--- src/rtl/act_mem_pkg.sv ---
// Shared types and helpers for the activation-memory write loader.
package act_mem_pkg;

  localparam int unsigned ACT_IDX_W = 16;

  typedef enum logic [1:0] {
    IDLE = 2'd0,
    LOAD = 2'd1,
    DONE = 2'd2
  } state_t;

  // True when (y,x) lies in the zero-padded border of a dim x dim map
  function automatic logic is_border(input logic [ACT_IDX_W-1:0] y,
                                     input logic [ACT_IDX_W-1:0] x,
                                     input int unsigned          dim,
                                     input int unsigned          pad);
    return (32'(y) < pad) || (32'(y) >= dim - pad) ||
           (32'(x) < pad) || (32'(x) >= dim - pad);
  endfunction

endpackage

--- src/rtl/act_mem_loader_if.sv ---
// Activation stream in, memory write command out.
interface act_mem_loader_if
  import act_mem_pkg::*;
#(
  parameter int unsigned DATA_SIZE = 64
) ();

  logic                 in_valid;
  logic                 in_ready;
  logic [DATA_SIZE-1:0] in_data;
  logic                 mem_write;
  logic [ACT_IDX_W-1:0] mem_index_entry;
  logic [ACT_IDX_W-1:0] mem_index_y;
  logic [ACT_IDX_W-1:0] mem_index_x;
  logic [DATA_SIZE-1:0] mem_in_data;

  // Loader side
  modport slave (
    input  in_valid, in_data,
    output in_ready, mem_write, mem_index_entry, mem_index_y, mem_index_x, mem_in_data
  );

  // Producer / memory side
  modport master (
    output in_valid, in_data,
    input  in_ready, mem_write, mem_index_entry, mem_index_y, mem_index_x, mem_in_data
  );

endinterface

--- src/rtl/act_idx_counter.sv ---
// Nested entry/row/column position counter, x fastest.
module act_idx_counter
  import act_mem_pkg::*;
#(
  parameter int unsigned ENTRY_NUM = 16,
  parameter int unsigned DIM       = 8
) (
  input  logic                 clk,
  input  logic                 rst_n,
  input  logic                 i_clear,
  input  logic                 i_advance,
  output logic [ACT_IDX_W-1:0] o_e,
  output logic [ACT_IDX_W-1:0] o_y,
  output logic [ACT_IDX_W-1:0] o_x,
  output logic                 o_last_c
);

  localparam logic [ACT_IDX_W-1:0] L_E_MAX = ACT_IDX_W'(ENTRY_NUM - 1);
  localparam logic [ACT_IDX_W-1:0] L_D_MAX = ACT_IDX_W'(DIM - 1);
  localparam logic [ACT_IDX_W-1:0] L_ONE   = ACT_IDX_W'(1);

  logic [ACT_IDX_W-1:0] r_e, r_y, r_x;
  logic                 w_x_wrap, w_y_wrap;

  assign w_x_wrap = (r_x == L_D_MAX);
  assign w_y_wrap = (r_y == L_D_MAX);

  // Advance the position; each wrap carries into the next slower counter
  always_ff @(posedge clk or negedge rst_n) begin
    if (!rst_n) begin
      r_e <= '0;
      r_y <= '0;
      r_x <= '0;
    end else if (i_clear) begin
      r_e <= '0;
      r_y <= '0;
      r_x <= '0;
    end else if (i_advance) begin
      r_x <= w_x_wrap ? '0 : r_x + L_ONE;
      if (w_x_wrap) begin
        r_y <= w_y_wrap ? '0 : r_y + L_ONE;
        if (w_y_wrap) begin
          r_e <= (r_e == L_E_MAX) ? '0 : r_e + L_ONE;
        end
      end
    end
  end

  assign o_e      = r_e;
  assign o_y      = r_y;
  assign o_x      = r_x;
  assign o_last_c = (r_e == L_E_MAX) && w_y_wrap && w_x_wrap;

endmodule

--- src/rtl/act_mem_loader.sv ---
// Write-side sequencer for the activation memory: walks one frame, inserts
// border zeros on its own and forwards interior words from the input stream.
module act_mem_loader
  import act_mem_pkg::*;
#(
  parameter int unsigned ENTRY_NUM = 16,
  parameter int unsigned DIM       = 8,
  parameter int unsigned PAD       = 1,
  parameter int unsigned DATA_SIZE = 64
) (
  input  logic             clk,
  input  logic             rst_n,
  input  logic             start,
  output logic             busy,
  output logic             done,
  act_mem_loader_if.slave  bus
);

  state_t               r_state, w_next;
  logic                 r_flush;
  logic                 w_issue, w_ready, w_border, w_last;
  logic [ACT_IDX_W-1:0] w_e, w_y, w_x;

  logic                 r_mem_write;
  logic [ACT_IDX_W-1:0] r_idx_e, r_idx_y, r_idx_x;
  logic [DATA_SIZE-1:0] r_data;
  logic                 r_busy, r_done;

  act_idx_counter #(
    .ENTRY_NUM (ENTRY_NUM),
    .DIM       (DIM)
  ) u_cnt (
    .clk       (clk),
    .rst_n     (rst_n),
    .i_clear   (r_state != LOAD),
    .i_advance (w_issue),
    .o_e       (w_e),
    .o_y       (w_y),
    .o_x       (w_x),
    .o_last_c  (w_last)
  );

  assign w_border = is_border(w_y, w_x, DIM, PAD);

  // Next state and per-cycle issue decision; r_flush marks the cycle in which
  // the final write is on the memory port so done lands one cycle after it
  always_comb begin
    w_next  = r_state;
    w_issue = 1'b0;
    w_ready = 1'b0;
    unique case (r_state)
      IDLE: if (start) w_next = LOAD;
      LOAD: begin
        if (r_flush) begin
          w_next = DONE;
        end else begin
          w_ready = !w_border;
          w_issue = w_border || bus.in_valid;
        end
      end
      DONE:    w_next = IDLE;
      default: w_next = IDLE;
    endcase
  end

  // State register and end-of-frame marker
  always_ff @(posedge clk or negedge rst_n) begin
    if (!rst_n) begin
      r_state <= IDLE;
      r_flush <= 1'b0;
    end else begin
      r_state <= w_next;
      r_flush <= w_issue && w_last;
    end
  end

  // Registered write command; index/data hold while no write is issued
  always_ff @(posedge clk or negedge rst_n) begin
    if (!rst_n) begin
      r_mem_write <= 1'b0;
      r_idx_e     <= '0;
      r_idx_y     <= '0;
      r_idx_x     <= '0;
      r_data      <= '0;
      r_busy      <= 1'b0;
      r_done      <= 1'b0;
    end else begin
      r_mem_write <= w_issue;
      r_busy      <= (w_next == LOAD);
      r_done      <= (w_next == DONE);
      if (w_issue) begin
        r_idx_e <= w_e;
        r_idx_y <= w_y;
        r_idx_x <= w_x;
        r_data  <= w_border ? '0 : bus.in_data;
      end
    end
  end

  assign bus.in_ready        = w_ready;
  assign bus.mem_write       = r_mem_write;
  assign bus.mem_index_entry = r_idx_e;
  assign bus.mem_index_y     = r_idx_y;
  assign bus.mem_index_x     = r_idx_x;
  assign bus.mem_in_data     = r_data;
  assign busy                = r_busy;
  assign done                = r_done;

endmodule

--- src/flat_wrapper.sv ---
// flat-port wrapper written by rule: the top's interface ports become plain ports
module act_mem_loader_flat import act_mem_pkg::*;
#(
  parameter int unsigned ENTRY_NUM = 16,
  parameter int unsigned DIM       = 8,
  parameter int unsigned PAD       = 1,
  parameter int unsigned DATA_SIZE = 64
)
  (clk, rst_n, start, busy, done, bus_in_valid, bus_in_data, bus_in_ready, bus_mem_write, bus_mem_index_entry, bus_mem_index_y, bus_mem_index_x, bus_mem_in_data);
  act_mem_loader_if #(.DATA_SIZE(DATA_SIZE)) bus_i ();
  input  logic clk;
  input  logic rst_n;
  input  logic start;
  output logic busy;
  output logic done;
  input wire logic [$bits(bus_i.in_valid)-1:0] bus_in_valid;
  input wire logic [$bits(bus_i.in_data)-1:0] bus_in_data;
  output wire logic [$bits(bus_i.in_ready)-1:0] bus_in_ready;
  output wire logic [$bits(bus_i.mem_write)-1:0] bus_mem_write;
  output wire logic [$bits(bus_i.mem_index_entry)-1:0] bus_mem_index_entry;
  output wire logic [$bits(bus_i.mem_index_y)-1:0] bus_mem_index_y;
  output wire logic [$bits(bus_i.mem_index_x)-1:0] bus_mem_index_x;
  output wire logic [$bits(bus_i.mem_in_data)-1:0] bus_mem_in_data;
  assign bus_i.in_valid = bus_in_valid;
  assign bus_i.in_data = bus_in_data;
  assign bus_in_ready = bus_i.in_ready;
  assign bus_mem_write = bus_i.mem_write;
  assign bus_mem_index_entry = bus_i.mem_index_entry;
  assign bus_mem_index_y = bus_i.mem_index_y;
  assign bus_mem_index_x = bus_i.mem_index_x;
  assign bus_mem_in_data = bus_i.mem_in_data;
  act_mem_loader #(.ENTRY_NUM(ENTRY_NUM), .DIM(DIM), .PAD(PAD), .DATA_SIZE(DATA_SIZE)) u_core (.clk(clk), .rst_n(rst_n), .start(start), .busy(busy), .done(done), .bus(bus_i));
endmodule
--- config.mk ---
export PLATFORM = sky130hd
export DESIGN_NAME = act_mem_loader_flat
export DESIGN_NICKNAME = d
export VERILOG_FILES = /design/src/rtl/act_mem_pkg.sv /design/src/rtl/act_mem_loader_if.sv /design/src/rtl/act_idx_counter.sv /design/src/rtl/act_mem_loader.sv /design/src/flat_wrapper.sv
export SDC_FILE = /design/constraint.sdc
export NUM_CORES = 1
export LEC_CHECK = 0
export CORE_MARGIN = 1
export CORE_UTILIZATION = 47
export CTS_BUF_LIST = sky130_fd_sc_hd__clkbuf_4 sky130_fd_sc_hd__clkbuf_8
export DETAILED_ROUTE_END_ITERATION = 7
export PLACE_DENSITY_LB_ADDON = 0.15
export SYNTH_ARGS = -nofsm -noshare
export SYNTH_HDL_FRONTEND = slang
export SYNTH_HIERARCHICAL = 1
export SYNTH_SLANG_ARGS = --single-unit
--- constraint.sdc ---
create_clock -name clk -period 4.15 [get_ports clk]
set_input_delay 0.415 -clock clk [delete_from_list [all_inputs] [get_ports clk]]
set_output_delay 0.415 -clock clk [all_outputs]
set_load 0.02 [all_outputs]
== After elaboration in Yosys (flattened, before gate mapping) ==
Index checks and enable logic that the tools add are counted.
Word-level totals
  register bits: 166
  input port bits: 68
  output and inout bits: 116
  word-level logic and storage cells: 60
Operators by class
  muxes and demuxes: 20
  $lt $le $gt $ge: 4
  equality and inequality tests: 7
  reductions and logical operators: 14
  add/sub/neg operators: 3
Operator list (count)
  16-bit 2-to-1 mux: 12
  64-bit 2-to-1 mux: 1
  16-bit by 1-bit adder with 16-bit output (second input constant): 3
  16-bit by 3-bit equality test with 1-bit output (second input constant): 2
  16-bit by 3-bit greater-or-equal comparator with 1-bit output (second input constant): 2
  16-bit by 1-bit < comparator with 1-bit output (second input constant): 2
  16-bit by 4-bit equality test with 1-bit output (second input constant): 1
  2-bit nonzero test: 3
  2-bit by 1-bit equality test with 1-bit output (second input constant): 2
  1-bit logical OR: 4
  1-bit 2-to-1 mux: 4
  2-bit 2-to-1 mux: 2
  2-bit case mux with 2 select lines: 1
  1-bit logical AND: 3
  3-bit AND reduction: 1
  2-bit equality test (second input constant): 1
  2-bit logical NOT: 1
  2-bit by 1-bit != test with 1-bit output (second input constant): 1
  2-bit AND reduction: 1
  1-bit logical NOT: 1

== Logic depth before layout (Yosys ltp) ==
Gate-level depths: netlist of run 1.
  depth in word-level cells: 9
  gate-level depth with buffers: 14
  gate-level depth less buffers: 10

== By module ==
Netlist of run 1, hierarchy kept.
By module, submodules not included
  act_mem_loader: times used 1, area an instance 4389.2 µm², seq. area each 2952.8 µm², cells each 279
  act_idx_counter: times used 1, area an instance 2676.3 µm², seq. area each 1201.2 µm², cells each 291

== Worst setup path after synthesis of run 1 ==
Ideal clock, no wire load.
  kind: reg-to-reg
  start point: register u_core.u_cnt.r_y[2] (netlist: u_core/u_cnt/o_y[2])
  end point: register u_core.u_cnt.r_e[10] (netlist: u_core/u_cnt/o_e[10])
  cell stages (with the launch flop): 14
  path buffers: 3
  arrival: 3074 ps
  setup time: 76 ps
  data required time: 4074 ps
  slack: 999 ps
  clock period less this slack: 3151 ps
  cell sequence: dfrtp_1 or3_1 a21oi_1 nor4_2 a21o_1 buf_6 inv_4 buf_6 clkbuf_1 and4b_1 nand4_2 or4_4 or3_1 o21ai_1
On the way
  word-level cells in the longest chain between the ends: 9
  elaborated cells on any way between the ends: 12
  those cells by class: order compare (2); eq/ne (1); mux (2); reduce/logical (7)
Ends and longest elaborated chain
  from (decl): RTL line act_idx_counter.sv:22  | logic [ACT_IDX_W-1:0] r_e, r_y, r_x;
  from (signal assigned): RTL line act_idx_counter.sv:41  | r_y <= w_y_wrap ? '0 : r_y + L_ONE;
  16-bit by 1-bit < comparator with 1-bit output / 16-bit by 3-bit greater-or-equal comparator with 1-bit output (equally long branches): RTL line act_mem_pkg.sv:17  | return (32'(y) < pad) || (32'(y) >= dim - pad) ||
  1-bit logical OR (*) (2 in series): RTL line act_mem_pkg.sv:17
  1-bit logical OR (*): RTL line act_mem_pkg.sv:18  | (32'(x) < pad) || (32'(x) >= dim - pad);
  1-bit logical OR (*): RTL line act_mem_loader.sv:58  | w_issue = w_border || bus.in_valid;
  1-bit 2-to-1 mux (*): RTL line act_mem_loader.sv:54  | if (r_flush) begin
  1-bit 2-to-1 mux (*): RTL line act_mem_loader.sv:51  | unique case (r_state)
  named net u_core.w_issue: RTL line act_mem_loader.sv:21  | logic w_issue, w_ready, w_border, w_last;
  2-bit nonzero test (no source line) (*)
  3-bit AND reduction (no source line) (*)
  to (signal assigned): RTL line act_idx_counter.sv:43  | r_e <= (r_e == L_E_MAX) ? '0 : r_e + L_ONE;
  to (decl): RTL line act_idx_counter.sv:22
Mark *: on every way through the listed nets, which the timed path passes. The rest lies on a longest branch.
A chain may end at the register's enable or synchronous reset.

== Worst setup path in the final report of run 1 ==
  start point: register u_core.u_cnt.r_y[2] (netlist: u_core/u_cnt/o_y[2])
  end point: register u_core.u_cnt.r_e[9] (netlist: u_core/u_cnt/o_e[9])
On the way
  word-level cells in the longest chain between the ends: 9
  elaborated cells on any way between the ends: 12
  those cells by class: order compare (2); eq/ne (1); mux (2); reduce/logical (7)
Ends and longest elaborated chain (RTL line)
  16-bit by 1-bit < comparator with 1-bit output / 16-bit by 3-bit greater-or-equal comparator with 1-bit output (equally long branches): act_mem_pkg.sv:17
  1-bit logical OR (2 in series): act_mem_pkg.sv:17
  1-bit logical OR: act_mem_pkg.sv:18
  1-bit logical OR: act_mem_loader.sv:58
  1-bit 2-to-1 mux: act_mem_loader.sv:54
  1-bit 2-to-1 mux: act_mem_loader.sv:51
  2-bit nonzero test (no source line)
  3-bit AND reduction (no source line) (*)
Every way passes the cells marked *; elsewhere a longest branch is shown, timed or not.

==> results of run 1 <==
==> layer usage <==
| layer | share of wire | routed length (um) | track usage |
|---|---|---|---|
| met4 | 0.0075 | 133 | 0.0588 |
| met1 | 0.45 | 7890 | 0.320 |
| met2 | 0.48 | 8490 | 0.364 |
| met5 | 0 | 0 | 0 |
| met3 | 0.068 | 1200 | 0.0709 |
==> worst paths after layout <==
check | to | from | depth (start not counted) | slack (ps)
worst min register to register | u_core/busy | u_core/r_state[1] | 1 | 470
worst min-delay path | u_core/bus.mem_index_x[4] | rst_n | 1 | 80
worst max register to register | u_core/u_cnt/o_e[9] | u_core/u_cnt/o_y[2] | 10 | 820
worst max-delay path | u_core/u_cnt/o_e[9] | u_core/u_cnt/o_y[2] | 10 | 820
max in group asynchronous | u_core/bus.mem_in_data[1] | rst_n | 2 | 3050
min in group clk | u_core/busy | u_core/r_state[1] | 1 | 470
==> through the flow <==
stage,utilization,cell area (um^2)
global route,0.643,9390
global placement,0.617,9000
CTS,0.643,9390
floorplan,-,7070
detailed placement,0.617,9000
finish,0.643,9390
==> power breakdown <==
| group | leakage [nW] | switching [mW] | internal (mW) |
|---|---|---|---|
| Sequential | 2.25 | 0.191 | 1.85 |
| Combinational | 1.73 | 0.816 | 0.686 |
| Clock | 0.190 | 0.603 | 0.514 |
==> sequential cells by signal, summed over array words and instances (netlist names) <==
signal / flops
u_core/bus.mem_index_y: 16
u_core/r_state: 2
u_core/r_flush: 1
u_core/u_cnt/o_x: 16
u_core/u_cnt/o_y: 16
u_core/bus.mem_in_data: 64
u_core/bus.mem_index_entry: 16
u_core/busy: 1
u_core/bus.mem_index_x: 16
u_core/done: 1
u_core/bus.mem_write: 1
u_core/u_cnt/o_e: 16
==> cells in the mapped netlist (2+ instances only) <==
cell type | count | share of area
a211oi_1 | 2 | 0.0021
a21o_1 | 2 | 0.0021
a21oi_1 | 12 | 0.0085
a22o_1 | 65 | 0.081
a31oi_1 | 12 | 0.011
a41oi_1 | 3 | 0.0037
and2_1 | 5 | 0.0044
and3_1 | 13 | 0.012
and4_1 | 5 | 0.0062
and4b_1 | 2 | 0.0028
buf_2 | 10 | 0.0071
buf_4 | 8 | 0.0085
buf_6 | 2 | 0.0032
clkbuf_1 | 8 | 0.0043
dfrtp_1 | 166 | 0.59
ha_1 | 3 | 0.0053
inv_1 | 8 | 0.0043
mux2_2 | 40 | 0.064
mux2_4 | 8 | 0.017
nand2_1 | 25 | 0.013
nand2b_1 | 7 | 0.0062
nand3_1 | 18 | 0.013
nand3b_1 | 3 | 0.0032
nand4_1 | 8 | 0.0071
nand4_2 | 2 | 0.0035
nor2_1 | 35 | 0.019
nor2b_1 | 2 | 0.0018
nor3_1 | 10 | 0.0071
nor4_1 | 8 | 0.0071
nor4_2 | 5 | 0.0089
nor4_4 | 2 | 0.0060
o2111ai_1 | 2 | 0.0025
o21ai_0 | 23 | 0.016
o21ai_1 | 4 | 0.0028
o31ai_1 | 11 | 0.012
or3_1 | 5 | 0.0044
xnor2_1 | 6 | 0.0074
xor2_1 | 10 | 0.012
==> layout make-up <==
type	count	area, um^2
fill	1125	5200
sequential	166	4150
multi-input combinational	367	2720
timing repair buffer	187	1860
clock buffer	19	262
tap	184	230
clock inverter	13	120
inverter	9	36.3
==> logic make-up after synthesis <==
family                     after synthesis  synth area share
xor gates and xnor gates                16            0.0198
and+or+nand+nor                        161             0.133
AOI/OAI and AO/OA                      139             0.145
DFF                                    166             0.588
adders and majority gates                3           0.00531
muxes                                   48            0.0808
buffers and inverters                   37            0.0282
==> worst reg2reg max path, cell delays in order, from the launching register on <==
cell and delay (ps):
dfrtp_1 480, or3_1 390, a21oi_1 230, nor4_2 90, a21o_4 230, inv_4 260
and4b_1 300, nand4_2 190, nor4_4 690, a41oi_1 210, a31oi_1 200
==> run_results.csv, run 1 <==
group,metric,value,unit
run_status,outcome,"completed",
timing,finalSetupViolCount,0,
global_route,grt_pass1_wl,28900,um
critical_path,path_cells,"or3_1 > a21oi_1 > nor4_2 > a21o_4 > inv_4 > and4b_1 > nand4_2 > nor4_4 > a41oi_1 > a31oi_1",
cells_and_area,drive_gt1_frac,0.130,
critical_path,slowest_delay,690,ps
logic_synthesis,syn-instance-count,570,
logic_synthesis,synth.cell_area,7070,um^2
routing,num_vias,5415,
placed_design,post-place-cells,913,
cells_and_area,mostFrequentLayoutCells,"182 x clkdlybuf4s50_1, 166 x dfrtp_1, 65 x a22o_1",
clock_tree,root_buffer,"clkbuf_8",
clock_tree,cts_made_buffers,17,
timing,final_hold_viol_count,0,
timing,setup_ws,818,ps
timing,report.final.slew_viol_count,0,
clock_tree,clk_pin_slew,90,ps
critical_path,crit_buf_inv,1,
clock_tree,cts_resized,0,
global_route,grt_start_max_net_pins,105,
clock_tree,cts.sinks,166,
placed_design,routabilityCongestion,0.835,
timing,fmax,300,MHz
cells_and_area,antenna_cells,0,
min_path,hold_class,"in2async",
global_route,antenna_found_initial,0,
die,die_width,125,um
cells_and_area,layout_commonest_cell,"clkdlybuf4s50_1",
critical_path,end_kind,"flop",
logic_synthesis,ys_types,48,
clock_tree,cts_setup_buffers,0,
critical_path,cp_max_fo,27,
power,leakage,4.16,nW
power,vdd_drop_max,0.323,mV
routing,drt-initial-drc-count,465,
routing,drt-pass1-iter-count,5,
clock_tree,h-tree-depth,4,
clock_tree,clkLatencyLatePin,450,ps
power,fin_total_pwr,4.66,mW
critical_path,startpoint_type,"flop",
placed_design,detailedPlace.worstSlack,839,ps
critical_path,cp.required,4520,ps
placed_design,numPortBuffers,183,
die,start_util,0.484,
routing,wl_per_cell,18.7,um
timing,fin_crit_sh,0.803,
placed_design,dp_hpwl,11800,um
logic_synthesis,yosys_most_used_dff,"dfrtp_1",
critical_path,crit_family,"simple AND/OR/NAND/NOR gates",
global_route,overflow,0,
timing,rsz0062_at_grt,"false",
clock_tree,hold_buffers,0,
routing,ant_nets,0,
logic_synthesis,syn_nets,641,
power,power.density,496,nW/um^2
job,maxCapViolations,0,
die,rows,44,
critical_path,slowest_stage,"nor4_4",
logic_synthesis,syn_area_per_cell,12.4,um^2
routing,via_per_inst,5.73,
clock_tree,clockBufferDepth,2,
cells_and_area,finalNetCount,819,
timing,hold_slack,78.2,ps
routing,drc,0,
global_route,grtUsageTotal,0.234,
timing,slew_headroom,0.202,
logic_synthesis,yosys_register_bits,166,
logic_synthesis,synth_edf_count,0,
cells_and_area,syn2layout_area_growth,32.8,%
critical_path,arrival,3700,ps
timing,tns,0,ps
timing,worstMarginPinSlew,1200,ps
cells_and_area,stdcell_count,945,
logic_synthesis,async_flop_share,1.00,
routing,wl,17700,um
die,die_h,125,um
die,ios,184,
global_route,first_global_vias,5338,
logic_synthesis,seq_area_frac_synth,0.588,
clock_tree,cts_tree,"yes",
die,core-area,14600,um^2
timing,min_period,3330,ps
logic_synthesis,ys_warn_count,6,
die,dieArea,15500,um^2
timing,clock_skew,13.9,ps
critical_path,path_class,"reg2reg",
No activity file was read; power rests on OpenSTA's default activity.
==> run 2, diff against run 1 <==
==> constraint.sdc (replaced) <==
create_clock -name clk -period 3.3 [get_ports clk]
set_input_delay 0.33 -clock clk [delete_from_list [all_inputs] [get_ports clk]]
set_output_delay 0.33 -clock clk [all_outputs]
set_load 0.02 [all_outputs]
==> run_results.csv, run 2 (synthesized netlist as in run 1, its figures left out) <==
group,metric,value,unit
clock_tree,cts_made_buffers,17,
timing,finalSetupViolCount,0,
global_route,first_global_vias,5295,
routing,ant_nets,0,
timing,final_hold_viol_count,0,
power,leakage,4.21,nW
routing,drt-pass1-iter-count,4,
placed_design,dp_hpwl,11900,um
global_route,grt_pass1_wl,28600,um
clock_tree,h-tree-depth,4,
global_route,grt_start_max_net_pins,97,
critical_path,slowest_delay,670,ps
routing,via_per_inst,5.69,
timing,fin_crit_sh,0.941,
cells_and_area,syn2layout_area_growth,34.3,%
clock_tree,cts.sinks,166,
timing,rsz0062_at_grt,"false",
die,core-area,14600,um^2
timing,worstMarginPinSlew,1090,ps
critical_path,cp_max_fo,7,
timing,tns,0,ps
timing,clock_skew,11.5,ps
power,power.density,630,nW/um^2
cells_and_area,finalNetCount,826,
critical_path,path_cells,"or4_1 > nor4_2 > and2_1 > clkdlybuf4s50_1",
die,start_util,0.484,
die,die_width,125,um
clock_tree,cts_setup_buffers,0,
timing,report.final.slew_viol_count,0,
run_status,outcome,"completed",
die,rows,44,
timing,fmax,322,MHz
critical_path,arrival,2780,ps
placed_design,placed_area,9060,um^2
clock_tree,clk_pin_slew,90,ps
placed_design,numPortBuffers,183,
critical_path,end_kind,"primary output",
placed_design,routabilityCongestion,0.837,
clock_tree,clkLatencyLatePin,460,ps
routing,wl,17300,um
routing,drt-initial-drc-count,402,
job,maxCapViolations,0,
global_route,grtUsageTotal,0.232,
clock_tree,root_buffer,"clkbuf_8",
global_route,overflow,0,
cells_and_area,antenna_cells,0,
timing,min_period,3110,ps
critical_path,path_class,"reg2out",
global_route,antenna_found_initial,0,
cells_and_area,layout_commonest_cell,"clkdlybuf4s50_1",
cells_and_area,mostFrequentLayoutCells,"182 x clkdlybuf4s50_1, 166 x dfrtp_1, 65 x a22o_1",
cells_and_area,largest_reg_flops,64,
cells_and_area,post-route-cell-area,9490,um^2
critical_path,cp.required,2970,ps
clock_tree,clockBufferDepth,2,
routing,wl_per_cell,18.1,um
die,die_h,125,um
die,dieArea,15500,um^2
die,ios,184,
routing,drc,0,
critical_path,startpoint_type,"flop",
critical_path,slowest_stage,"clkdlybuf4s50_1",
clock_tree,cts_tree,"yes",
cells_and_area,drive_gt1_frac,0.137,
routing,num_vias,5415,
timing,slew_headroom,0.272,
power,vdd_drop_max,0.324,mV
min_path,hold_class,"in2async",
-- run 2: per-layer routing --
layer  part of all wire  track usage
met4              0.020       0.0907
met5                  0            0
met1               0.45        0.320
met3              0.056       0.0576
met2               0.47        0.353
-- run 2: power by group --
group / total, mW / internal (mW) / leakage, nW / switching (mW)
Sequential: 2.56 / 2.32 / 2.25 / 0.242
Combinational: 1.90 / 0.880 / 1.76 / 1.02
Clock: 1.51 / 0.783 / 0.202 / 0.732
Total: 5.98 / 3.98 / 4.21 / 1.99
-- run 2: area by class of cell --
cell class	instances	area, um^2
inverter	9	36.3
fill	1128	5100
timing repair buffer	194	1930
clock buffer	20	263
tap	184	230
multi-input combinational	367	2720
sequential	166	4150
clock inverter	12	153
-- run 2: worst paths after layout --
kind	slack, ps	end	depth (start not counted)	start
min in group clk	450	u_core/busy	1	u_core/r_state[1]
min	450	u_core/bus.mem_index_x[13]	2	rst_n
max reg2reg	260	u_core/u_cnt/o_e[9]	10	u_core/u_cnt/o_y[2]
max in group asynchronous	1850	u_core/bus.mem_in_data[62]	3	rst_n
min reg2reg	450	u_core/busy	1	u_core/r_state[1]
max	190	bus_in_ready	4	u_core/u_cnt/o_x[11]
-- run 2: per-stage QoR --
stage	setup slack [ps]	hold slack, ps	utilization	std cells	total power, mW
detailed placement	331	414	0.621	919	4.51
global placement	415	398	0.621	919	4.46
finish	193	449	0.650	952	5.98
CTS	146	432	0.650	952	6.05
floorplan	149	34.4	-	570	3.69
global route	54.0	447	0.650	952	6.30
-- run 2: worst max-delay path: cells and delay by family, from the launching register on --
family | cells | cell delay (ps)
and+or+nand+nor | 3 | 1170
buffers and inverters | 1 | 670
DFF | 1 | 460
-- run 2: repair_timing --
action | 4_1_cts | 5_1_grt
hold buffers | 1 | 0
resized for setup | 0 | 0
endpoints found under the hold margin | 74 | 0
==> run 3, diff against run 2 <==
==> constraint.sdc (replaced) <==
create_clock -name clk -period 3.5 [get_ports clk]
set_input_delay 0.35 -clock clk [delete_from_list [all_inputs] [get_ports clk]]
set_output_delay 0.35 -clock clk [all_outputs]
set_load 0.02 [all_outputs]
==> run_results.csv, run 3 (synthesized netlist as in run 1, its figures left out) <==
group,metric,value,unit
run_status,outcome,"completed",
cells_and_area,antenna_cells,0,
routing,wl,17500,um
timing,slew_headroom,0.284,
die,die_h,125,um
critical_path,arrival,2770,ps
timing,fmax,321,MHz
cells_and_area,n_fill_cell,1094,
power,switching_share,0.337,
critical_path,rr_worst_depth,9,
power,vdd_drop_max,0.396,mV
routing,drt-initial-drc-count,413,
job,maxCapViolations,0,
routing,num_vias,5442,
clock_tree,root_buffer,"clkbuf_8",
min_path,holdPathEnd,"u_core/busy",
global_route,first_global_vias,5340,
die,start_util,0.484,
clock_tree,cts_setup_buffers,0,
timing,min_period,3120,ps
critical_path,cp_max_fo,7,
critical_path,path_class,"reg2out",
critical_path,crit_buf_inv,1,
critical_path,end_kind,"primary output",
routing,ant_nets,0,
critical_path,regToRegSetupSlack,430,ps
placed_design,numPortBuffers,183,
timing,tns,0,ps
die,dieArea,15500,um^2
min_path,hold_class,"reg2reg",
global_route,grt_pass1_wl,29000,um
die,core-area,14600,um^2
timing,final_hold_viol_count,0,
die,rows,44,
cells_and_area,largest_reg_flops,64,
critical_path,path_cells,"or4_1 > nor4_2 > and2_1 > clkdlybuf4s50_1",
power,power.density,583,nW/um^2
power,p_int,3.64,mW
timing,finalSetupViolCount,0,
clock_tree,cts_tree,"yes",
critical_path,cp.required,3150,ps
die,die_width,125,um
clock_tree,cts_resized,0,
clock_tree,clk_pin_slew,80,ps
min_path,hold-path-cell-count,1,
power,power.share.clock,0.233,
cells_and_area,layout_commonest_cell,"clkdlybuf4s50_1",
power,leakage,4.19,nW
timing,fin_crit_sh,0.891,
placed_design,post-place-cells,917,
placed_design,dp_hpwl,12100,um
cells_and_area,finalNetCount,824,
routing,drc,0,
routing,wl_per_cell,18.5,um
routing,drt-pass1-iter-count,5,
clock_tree,h-tree-depth,4,
cells_and_area,syn2layout_area_growth,33.4,%
global_route,antenna_found_initial,0,
clock_tree,clkLatencyLatePin,450,ps
global_route,grtUsageTotal,0.237,
critical_path,cp.depth,4,
critical_path,slowest_delay,670,ps
power,power_frac_seq,0.440,
clock_tree,clockBufferDepth,2,
critical_path,slowest_stage,"clkdlybuf4s50_1",
critical_path,crit_family,"simple AND/OR/NAND/NOR gates",
critical_path,r2r-end,"u_core/u_cnt/o_y[6]",
min_path,hp-start,"u_core/r_state[1]",
timing,worstMarginPinSlew,1070,ps
die,ios,184,
cells_and_area,mostFrequentLayoutCells,"182 x clkdlybuf4s50_1, 166 x dfrtp_1, 65 x a22o_1",
critical_path,startpoint_type,"flop",
cells_and_area,stdcell_count,949,
clock_tree,cts.sinks,166,
timing,rsz0062_at_grt,"false",
power,switching_power,1.85,mW
timing,report.final.slew_viol_count,0,
power,power_frac_comb,0.326,
routing,via_per_inst,5.73,
global_route,overflow,0,
global_route,grt_start_max_net_pins,97,
cells_and_area,drive_gt1_frac,0.133,
critical_path,rr_startpoint,"u_core/u_cnt/o_y[2]",
timing,clock_skew,9.69,ps
clock_tree,cts_made_buffers,17,
placed_design,routabilityCongestion,0.869,
-- run 3: cell types whose count changed in the layout (fill, tap and decap cells not counted) --
cell / before / now
buf_4: 9 / 7
bufinv_16: 3 / 1
clkbuf_8: 18 / 20
clkinv_2: 3 / 5
clkinv_4: 1 / 0
clkinvlp_4: 4 / 3
inv_6: 1 / 0
-- run 3: how the worst max path moves through the flow --
stage	start	to	slack, ps
final	u_core/u_cnt/o_x[11]	bus_in_ready	380
after global routing	u_core/u_cnt/o_y[2]	u_core/u_cnt/o_y[6]	200
after CTS	u_core/u_cnt/o_x[11]	bus_in_ready	320
after detailed placement	u_core/u_cnt/o_y[2]	u_core/u_cnt/o_y[6]	450
after global placement	u_core/u_cnt/o_x[11]	u_core/u_cnt/o_x[13]	570
after floorplan	u_core/u_cnt/o_y[2]	u_core/u_cnt/o_e[10]	350
-- run 3: area by class of cell --
| type | instances | area (um^2) | share of cell area |
|---|---|---|---|
| Inverter | 9 | 36.3 | 0.00385 |
| Tap cell | 184 | 230 | 0.0244 |
| Sequential cell | 166 | 4150 | 0.441 |
| Multi-Input combinational cell | 367 | 2720 | 0.289 |
| Clock buffer | 22 | 290 | 0.0308 |
| Clock inverter | 9 | 77.6 | 0.00823 |
| Timing Repair Buffer | 192 | 1920 | 0.203 |
-- run 3: power by group through the flow --
| stage | logic [mW] | registers [mW] | clock network [mW] |
|---|---|---|---|
| after floorplan | 0.802 | 2.68 | 0 |
| after global placement | 1.77 | 2.44 | 0 |
| after detailed placement | 1.80 | 2.46 | 0 |
| after CTS | 1.81 | 2.42 | 1.32 |
| after global routing | 1.93 | 2.46 | 1.40 |
| final | 1.79 | 2.42 | 1.28 |
-- run 3: worst register-to-register path: stages, from the launching register on --
cell and delay [ps]:
dfrtp_1 470, or3_1 400, a21oi_1 220, nor4_2 80, a21o_4 220, inv_4 140
and4b_1 250, and4_1 280, nand3_1 440, o41ai_1 450
-- run 3: through the flow --
step           utilization  setup slack [ps]  hold WS, ps  cell area, um^2  power [mW]
2_1_floorplan            -               349         54.4             7070        3.48
3_3_place_gp         0.620               567          429             9050        4.21
3_5_place_dp         0.620               445          436             9050        4.25
4_1_cts              0.646               317          450             9430        5.55
5_1_grt              0.646               205          466             9430        5.79
6_report             0.646               380          450             9430        5.49
-- run 3: routing by layer --
| metal | wire length, um | GRT usage |
|---|---|---|
| met1 | 7780 | 0.319 |
| met2 | 8340 | 0.369 |
| met3 | 1030 | 0.0580 |
| met4 | 380 | 0.0957 |
| met5 | 0 | 0 |
-- run 3: what timing repair did --
item | CTS | global route
setup endpoints to repair | 0 | 0
hold buffers | 1 | 0
hold endpoints to repair | 83 | 0
==> RTL change (config.mk and constraints of run 2) <==
Change the package constant `ACT_IDX_W` from 16 to 15.
--- a/src/rtl/act_mem_pkg.sv
+++ b/src/rtl/act_mem_pkg.sv
@@ -1,7 +1,7 @@
 // Shared types and helpers for the activation-memory write loader.
 package act_mem_pkg;
 
-  localparam int unsigned ACT_IDX_W = 16;
+  localparam int unsigned ACT_IDX_W = 15;
 
   typedef enum logic [1:0] {
     IDLE = 2'd0,
Interface: changed (resized bus_mem_index_entry, bus_mem_index_x and bus_mem_index_y); port bits go from 184 to 181. The function was not compared with the original's and may differ.
==> RTL change against run 2 <==
  * Routed wire length fell by 11%
  * Synthesized cell count fell by 3.5%
  * Critical path depth rose by 5
  * Setup slack improved by 0.076 ns
  * Sequential cell count fell by 6
  * Area after synthesis fell by 5.0%
  * Non-clock buffer count fell by 5
  * Design area fell by 3.5%
  * Largest cell class unchanged
Power is not compared: it rests on default switching activity, and its combinational part moved more than twofold at a synthesized area within 25%.
==> RTL change: results <==
{
  "grt_pass1_vias": 4956,
  "synth_compound_area_share_pct": 17.3,
  "gp_congestion": 0.841,
  "portBuffers": 180,
  "synth_cell_types": 44,
  "dp_hpwl_um": 10300,
  "drt_iter0_drc": 309,
  "placed_cell_area_mm2": 0.00871,
  "crit_slowest_cell": "o41ai_4",
  "pre_cts_slack_ns": 0.306,
  "crit_fanout": 16,
  "outcome": "complete, no violations",
  "wl_um": 15500,
  "dp_cells": 888,
  "synth_fa_ha_area_share_pct": 0.559,
  "synth_commonest_cells": "160 x dfrtp_1, 67 x a22o_1, 37 x mux2_2, 32 x nand2_1, 27 x nor2_1",
  "cp.arrival_ns": 3.34,
  "grtUsageTotal_pct": 21.6,
  "nNetsFinal": 799,
  "cp_top_family": "compound AO/OA/AOI/OAI gates",
  "tightestPinTransition_ns": 0.915,
  "clock_latency_ns": 0.44,
  "hold_ws_ns": 0.421,
  "worstSetupStartpoint": "u_core/u_cnt/o_y[1]$_DFFE_PN0P_",
  "vias": 5206,
  "area_growth_syn_to_layout_pct": 36.4,
  "wl_per_cell_um": 16.8,
  "synth_xor_area_share_pct": 1.04,
  "ys_seq_area_share_pct": 59.6,
  "critPathKind": "reg2reg",
  "reg2regPathDepth": 9,
  "clock.fmax_mhz": 330,
  "grt_max_degree": 98
}
==> RTL change: layout make-up <==
cell class | instances | share of cell area, %
clock buffers | 22 | 3.17
clock inverters | 6 | 1.45
inverters | 8 | 0.328
multi-input cells | 352 | 28.0
flip-flops and latches | 160 | 43.7
well taps | 180 | 2.46
repair buffers | 189 | 20.9
==> RTL change: what timing repair did <==
| action | 4_1_cts | 5_1_grt |
|---|---|---|
| setup endpoints to repair | 0 | 1 |
| gates resized for setup | 0 | 3 |
| hold buffers | 1 | 0 |
| hold endpoints to repair | 63 | 0 |
==> RTL change: metal layers <==
metal | vias to the layer above | part of all wire, % | GRT usage, %
li1 | 2423 | - | -
met1 | 2576 | 46 | 30.2
met2 | 194 | 47 | 33.3
met3 | 13 | 6.1 | 4.56
met4 | 0 | 1.0 | 7.56
met5 | - | 0 | 0
==> RTL change: where the power goes <==
group | switching (uW) | internal (uW)
Clock | 655 | 885
Combinational | 346 | 328
Sequential | 141 | 2070
Total | 1140 | 3280
